## src/rtl/regfile_sb.sv

```systemverilog
// Register file with pending-write scoreboard; x0 is hardwired zero.
// Optional same-cycle writeback forwarding under REGFILE_BYPASS_EN.
module regfile_sb #(
  parameter int XLEN = 32,
  parameter int AW   = 5
) (
  input  logic            clk,
  input  logic            reset,
  input  logic [AW-1:0]   rs1,
  input  logic [AW-1:0]   rs2,
  output logic [XLEN-1:0] rdata1,
  output logic [XLEN-1:0] rdata2,
  output logic            busy1,
  output logic            busy2,
  input  logic            iss_valid,
  input  logic [AW-1:0]   iss_rd,
  output logic            iss_ready,
  input  logic            wb_valid,
  input  logic [AW-1:0]   wb_rd,
  input  logic [XLEN-1:0] wb_data,
  output logic [AW:0]     pending_cnt,
  output logic            wb_err
);

  localparam int NREGS = 2 ** AW;

  logic [XLEN-1:0] regs [NREGS];
  logic [NREGS-1:0] busy;
  logic [NREGS-1:0] busy_nx;

  logic wb_do;
  logic iss_fire;
  logic same_rd;
  logic cnt_inc;
  logic cnt_dec;

  assign wb_do    = wb_valid && (wb_rd != '0);
  assign same_rd  = wb_valid && (wb_rd == iss_rd);
  assign iss_ready = (iss_rd == '0) || !busy[iss_rd] || same_rd;
  assign iss_fire = iss_valid && iss_ready && (iss_rd != '0);

  assign cnt_inc = iss_fire && !busy[iss_rd];
  assign cnt_dec = wb_do && busy[wb_rd] &&
                   !(iss_fire && iss_rd == wb_rd);

  // Next scoreboard: writeback clears, issue sets and wins on a tie.
  always_comb begin
    busy_nx = busy;
    if (wb_do)
      busy_nx[wb_rd] = 1'b0;
    if (iss_fire)
      busy_nx[iss_rd] = 1'b1;
    busy_nx[0] = 1'b0;
  end

  // Register storage, scoreboard, pending count and sticky error.
  always_ff @(posedge clk or posedge reset) begin
    if (reset) begin
      for (int i = 0; i < NREGS; i++)
        regs[i] <= '0;
      busy        <= '0;
      pending_cnt <= '0;
      wb_err      <= 1'b0;
    end else begin
      if (wb_do) begin
        regs[wb_rd] <= wb_data;
        if (!busy[wb_rd])
          wb_err <= 1'b1;
      end
      busy        <= busy_nx;
      pending_cnt <= pending_cnt
                   + {{AW{1'b0}}, cnt_inc}
                   - {{AW{1'b0}}, cnt_dec};
    end
  end

`ifdef REGFILE_BYPASS_EN
  logic fwd1;
  logic fwd2;
  assign fwd1 = wb_do && (wb_rd == rs1);
  assign fwd2 = wb_do && (wb_rd == rs2);

  // Operand reads with writeback forwarding.
  always_comb begin
    rdata1 = '0;
    rdata2 = '0;
    busy1  = busy[rs1];
    busy2  = busy[rs2];
    if (rs1 != '0)
      rdata1 = fwd1 ? wb_data : regs[rs1];
    if (rs2 != '0)
      rdata2 = fwd2 ? wb_data : regs[rs2];
    if (fwd1)
      busy1 = 1'b0;
    if (fwd2)
      busy2 = 1'b0;
  end
`else
  // Operand reads straight from storage.
  always_comb begin
    rdata1 = '0;
    rdata2 = '0;
    busy1  = busy[rs1];
    busy2  = busy[rs2];
    if (rs1 != '0)
      rdata1 = regs[rs1];
    if (rs2 != '0)
      rdata2 = regs[rs2];
  end
`endif

endmodule

```

## config.mk

```make
export PLATFORM = sky130hd
export DESIGN_NAME = regfile_sb
export DESIGN_NICKNAME = d
export VERILOG_FILES = /design/src/rtl/regfile_sb.sv
export SDC_FILE = /design/constraint.sdc
export NUM_CORES = 2
export LEC_CHECK = 0
export BUFFER_PORTS_ARGS = -buffer_cell sky130_fd_sc_hd__buf_4
export CAP_MARGIN = 25
export CORE_UTILIZATION = 45
export DETAILED_ROUTE_END_ITERATION = 8
export SYNTH_ARGS = -nofsm -noshare
export SYNTH_HDL_FRONTEND = slang
export SYNTH_SLANG_ARGS = --single-unit
```

## constraint.sdc

```tcl
create_clock -name clk -period 46.9 [get_ports clk]
set_input_delay 9.38 -clock clk [delete_from_list [all_inputs] [get_ports clk]]
set_output_delay 9.38 -clock clk [all_outputs]
set_load 0.1 [all_outputs]
```

* Word-level counts from Yosys, hierarchy flattened
Cells that the tools add are included.
** Word-level totals
- Output and inout bits :: 74
- RAM bits :: 0
- Word-level logic and storage cells :: 102
- Bits in latches :: 0
- Memories kept :: 0
- Bits in read-only memories :: 0
- Input bits :: 56
- Register bits after elaboration :: 1062
** Operators by class
- Equality and inequality tests :: 2
- Reductions and logical operators :: 21
- Shift-type cells :: 0
- Magnitude comparators :: 10
- Bitwise logic cells :: 7
- Multipliers :: 0
- Mux-type cells :: 25
- Divide/modulo/power cells :: 0
- Add/sub/neg operators :: 2
** Operator list (count)
- $bwmux W1024 :: 1
- $bmux W32 S5 :: 2
- $mux W32 :: 9
- $demux W32 S5 :: 1
- $and A32 B32 Y32 :: 1
- $not A32 Y32 :: 1
- $or A32 B32 Y32 :: 1
- $lt A5 B6 Y1 const B :: 4
- $bmux W1 S5 :: 4
- $reduce_bool A5 Y1 :: 4
- $ge A6 B6 Y1 const B :: 3
- $not A5 Y6 :: 3
- $logic_and A1 B1 Y1 :: 11
- $demux W1 S5 :: 2
- $eq A5 B5 Y1 :: 2
- $ge A5 B1 Y1 const B :: 2
- $add A6 B1 Y6 :: 1
- $lt A6 B1 Y1 const B :: 1
- $mux W1 :: 6
- $sub A6 B1 Y6 :: 1
- $logic_not A5 Y1 :: 1
- $logic_not A1 Y1 :: 2
- $logic_or A1 B1 Y1 :: 2
- $reduce_and A2 Y1 :: 1
- $not A1 Y1 :: 1

* Depth between registers and ports, before layout
- Depth in word-level cells :: 11
- Depth in mapped cells :: 15
- Gate-level depth less buffers :: 13

* Worst setup path before layout
No wires, ideal clock.
- Path kind :: in2out
- Start point :: in rs1[1]
- End point :: out rdata1[0]
- Path slack :: 24.762 ns
- Buffers on the path :: 3
- Stages on the path :: 7
- Arrival :: 12.758 ns
- Required time :: 37.520 ns
- Path through :: clkbuf_1 clkbuf_1 buf_1 mux4_2 mux4_2 inv_1 o21ai_0
** On the way
- Cells in the longest elaborated chain, start to end :: 5
- Elaborated cells on any way between the ends :: 6
- Those cells by class :: mux (4); bitwise (1); reduce/logical (1)
** RTL lines
- start, declared :: RTL line 9 : input logic [AW-1:0] rs1,
- $not A5 Y6 (not written as such) :: RTL line 106 : rdata1 = regs[rs1];
- $bmux W32 S5 :: RTL line 106
- $mux W32 (not written as such) (2 in series) :: RTL line 106
- $mux W32 * :: RTL line 105 : if (rs1 != '0)
- end, declared :: RTL line 11 : output logic [XLEN-1:0] rdata1,
Mark *: on every way between the ends. The rest lies on a longest branch, timed or not. The select of a mux whose other input is x is not followed.

* Worst setup path in the final report
- Start point :: in rs1[1]
- End point :: out rdata1[13]
Same word-level chain as after synthesis.

==> impl_metrics.env <==
export IMPL_outcome="finished, violations left"
export IMPL_violations="DRC"
export IMPL_power_leakage_nw=26.7
export IMPL_wl_um=172000
export IMPL_timing_fmax_mhz=42.4
export IMPL_drc=4
export IMPL_die_area_um2=128000
export IMPL_synth_top_family_by_area="multiplexers"
export IMPL_critPathRequiredTime_ns=37.52
export IMPL_yosysWarnings=0
export IMPL_cellPowerDensity_nw_per_um2=45.8
export IMPL_whs_path_depth=0
export IMPL_cts_setup_buffers=0
export IMPL_gp_congestion=0.876
export IMPL_synth_compound_area_share_pct=1.33
export IMPL_ctsLongestPathBuffers=3
export IMPL_dieHeight_um=358
export IMPL_synth_adder_area_share_pct=0.167
export IMPL_slew_headroom_pct=13.8
export IMPL_core_area_um2=126000
export IMPL_cpMostUsedCell="buf_4"
export IMPL_grt_pass1_wl_um=257000
export IMPL_drt_pre_antenna_iters=7
export IMPL_clk_pin_slew_ns=0.06
export IMPL_fin_setup_tns_ns=0
export IMPL_fillers=10300
export IMPL_portBuffers=129
export IMPL_cts_hold_repair_buffers=0
export IMPL_grt_pass1_vias=37400
export IMPL_vias=34500
export IMPL_fin_worst_skew_ns=0.0125
export IMPL_cts_tree="built"
export IMPL_dp_cells=5043
export IMPL_synth_nets=3658
export IMPL_dpl_instance_area_um2=59100
export IMPL_ant_nets=0
export IMPL_final_hold_viol_count=0
export IMPL_combPwrFrac_pct=25.3
export IMPL_h_tree_depth=3
export IMPL_synth_async_sr_flop_share_pct=100
export IMPL_cp_start_kind="input port"
export IMPL_cts_made_buffers=116
export IMPL_crit_type="in -> out"
export IMPL_grt_max_degree=170
export IMPL_avgRoutedWirePerCell_um=32.6
export IMPL_switchingPower_uw=872
export IMPL_max_stage_delay_ns=0.82
export IMPL_cap_viol_max_count=0
export IMPL_period_minus_slack_ns=23.61
export IMPL_root_buffer="clkbuf_16"
export IMPL_synth_ff_type="dfrtp_1"
export IMPL_slew_viol_final=0
export IMPL_worst_skew_pair_late_latency_ns=0.71
export IMPL_rsz0062_at_grt="false"
export IMPL_vias_per_cell=6.54
export IMPL_rr_worst_depth=13
export IMPL_fin_nets=3580
export IMPL_netlist_area_um2=56900
export IMPL_ir_worst_vdd_uv=46.5
export IMPL_yosys_area_share_simple_pct=1.78
export IMPL_grt_overflow=0
export IMPL_ys_types=51
export IMPL_intPower_mw=2.02
export IMPL_clkPwrFrac_pct=32.2
export IMPL_setup_viol=0
export IMPL_synth_seq_cells=1062
export IMPL_die_width_um=358
export IMPL_ctsResizeCount=0
export IMPL_crit_path_end_kind="primary output"
export IMPL_fin_area_um2=63200
export IMPL_drive_above_1_share_pct=58.3
export IMPL_initial_utilization_pct=45.3
export IMPL_area_delta_synth_final_pct=11.0
export IMPL_synthMuxAreaShare_pct=46.3
export IMPL_cts_sinks=1062
export IMPL_tightest_slew_ns=1.29
export IMPL_p_sw_share_pct=30.1
export IMPL_worst_path_max_fanout=97
export IMPL_finalCritPeriodShare_pct=50.3
export IMPL_pre_cts_ws_ns=23.02
export IMPL_antenna_found_initial=6
export IMPL_hpwl_um=95800
export IMPL_synth_yosys_seq_area_share_pct=46.7
export IMPL_fin_ws_ns=23.29
export IMPL_grtUsageTotal_pct=27.5
export IMPL_seqPwrFrac_pct=42.5
export IMPL_hp_class="reg -> reg"
export IMPL_crit_chain="buf_8 -> buf_4 -> buf_16 -> buf_4 -> buf_4 -> mux4_2 -> mux4_2 -> nand2_1 -> o21ai_0 -> buf_4"
export IMPL_avgSynthCellArea_um2=15.8
export IMPL_synth_edff_count=0
export IMPL_final_cells=5266
export IMPL_pin_count=130
export IMPL_power_mw=2.89
export IMPL_synth_xor_area_share_pct=0.154
export IMPL_worstPathArrival_ns=14.23
export IMPL_rows=130
export IMPL_drt_first_iter_violations=2728
export IMPL_cp_slowest_cell="buf_4"
export IMPL_netlist_instances=3595
==> cell usage after synthesis, drive strengths merged (3+ instances only) <==
| cell | number | area share (%) |
|---|---|---|
| dfrtp | 1062 | 47 |
| o22ai | 8 | 0.088 |
| mux2i | 9 | 0.16 |
| buf | 201 | 1.6 |
| o41ai | 3 | 0.059 |
| nor2 | 43 | 0.28 |
| nand3b | 4 | 0.053 |
| nand2 | 105 | 0.69 |
| nand2b | 8 | 0.088 |
| nand4 | 5 | 0.055 |
| o31ai | 4 | 0.053 |
| xnor2 | 9 | 0.14 |
| o21ai | 94 | 0.83 |
| and3 | 6 | 0.066 |
| ha | 6 | 0.13 |
| nor4b | 3 | 0.046 |
| nand3 | 21 | 0.18 |
| nor2b | 6 | 0.066 |
| or2 | 3 | 0.033 |
| a21oi | 6 | 0.053 |
| mux4 | 668 | 26 |
| nor3 | 8 | 0.088 |
| inv | 83 | 0.55 |
| clkbuf | 208 | 1.4 |
| mux2 | 998 | 20 |
==> layout make-up <==
type	instances	area (um^2)	area share (%)
well taps	1650	2060	3.27
diodes	4	10.0	0.0158
clock inverters	37	375	0.594
inverters	83	319	0.505
clock buffers	176	3530	5.59
multi-input cells	2041	28500	45.1
repair buffers	213	1810	2.86
flip-flops and latches	1062	26600	42.1
==> metal layers <==
metal  up-vias  wire length (um)  GRT usage [%]
li1      13700                 -              -
met1     19000             69500           36.2
met2      1309             85200           45.5
met3       413             10100           4.74
met4         4              7020           11.2
met5         -                29              0
==> sequential cells by signal, indices dropped and copies added, names as in the netlist <==
| name | flops |
|---|---|
| wb_err | 1 |
| busy | 31 |
| regs | 1024 |
| pending_cnt | 6 |
==> critical path: cells and delay by family <==
family	cells	cell delay [ns]
AOI/OAI and AO/OA	1	0.28
buffers and inverters	6	3.45
muxes	2	0.90
and+or+nand+nor	1	0.08
==> power by group through the flow <==
stage | Sequential, mW | Clock [mW] | Combinational [mW]
finish | 1.23 | 0.931 | 0.731
floorplan | 1.22 | 0 | 0.574
global placement | 1.22 | 0 | 0.714
CTS | 1.22 | 0.950 | 0.735
detailed placement | 1.24 | 0 | 0.733
global route | 1.25 | 0.990 | 0.774
==> through the flow <==
stage                     hold WS (ns)  util (%)
final                            0.392      50.3
after global routing             0.407      50.3
after CTS                        0.397      50.2
after detailed placement         0.382      47.1
after global placement           0.376      47.1
after floorplan                  0.441         -
==> worst paths after layout <==
path	start	endpoint	slack, ns
worst max-delay path	rs1[1]	rdata1[13]	23.29
worst min-delay path	regs[996]	regs[996]	0.39
worst max register to register	busy[18]	pending_cnt[4]	43.36
worst min register to register	regs[996]	regs[996]	0.39
max in group asynchronous	reset	regs[912]	34.86
min in group asynchronous	reset	regs[675]	8.89
==> cells by family after synthesis <==
logic type,after synthesis
DFF,1062
adders and majority gates,7
muxes,1675
buffers and inverters,492
xor gates and xnor gates,10
AOI/OAI and AO/OA,129
and+or+nand+nor,220
==> placed cells by master, fill, tap and decap left out, types with 8 or more instances in the layout <==
cell       Yosys  routed
nor2_1        43      27
mux4_2       668     668
buf_4          0     197
nand2b_1       8       8
nand3_1       21      21
nand2_2        0       8
o22ai_1        8       8
mux2_2       993     993
dfrtp_1     1062    1062
nor2_4         0      16
inv_1         83      82
o21ai_1        9       9
clkbuf_1     208      23
clkinv_2       0      22
clkbuf_16      0     119
xnor2_1        9       9
nand2_1      105      97
clkbuf_8       0      34
o21ai_0       85      85
mux2i_1        9       9
Power figures use the tool's default switching activity.
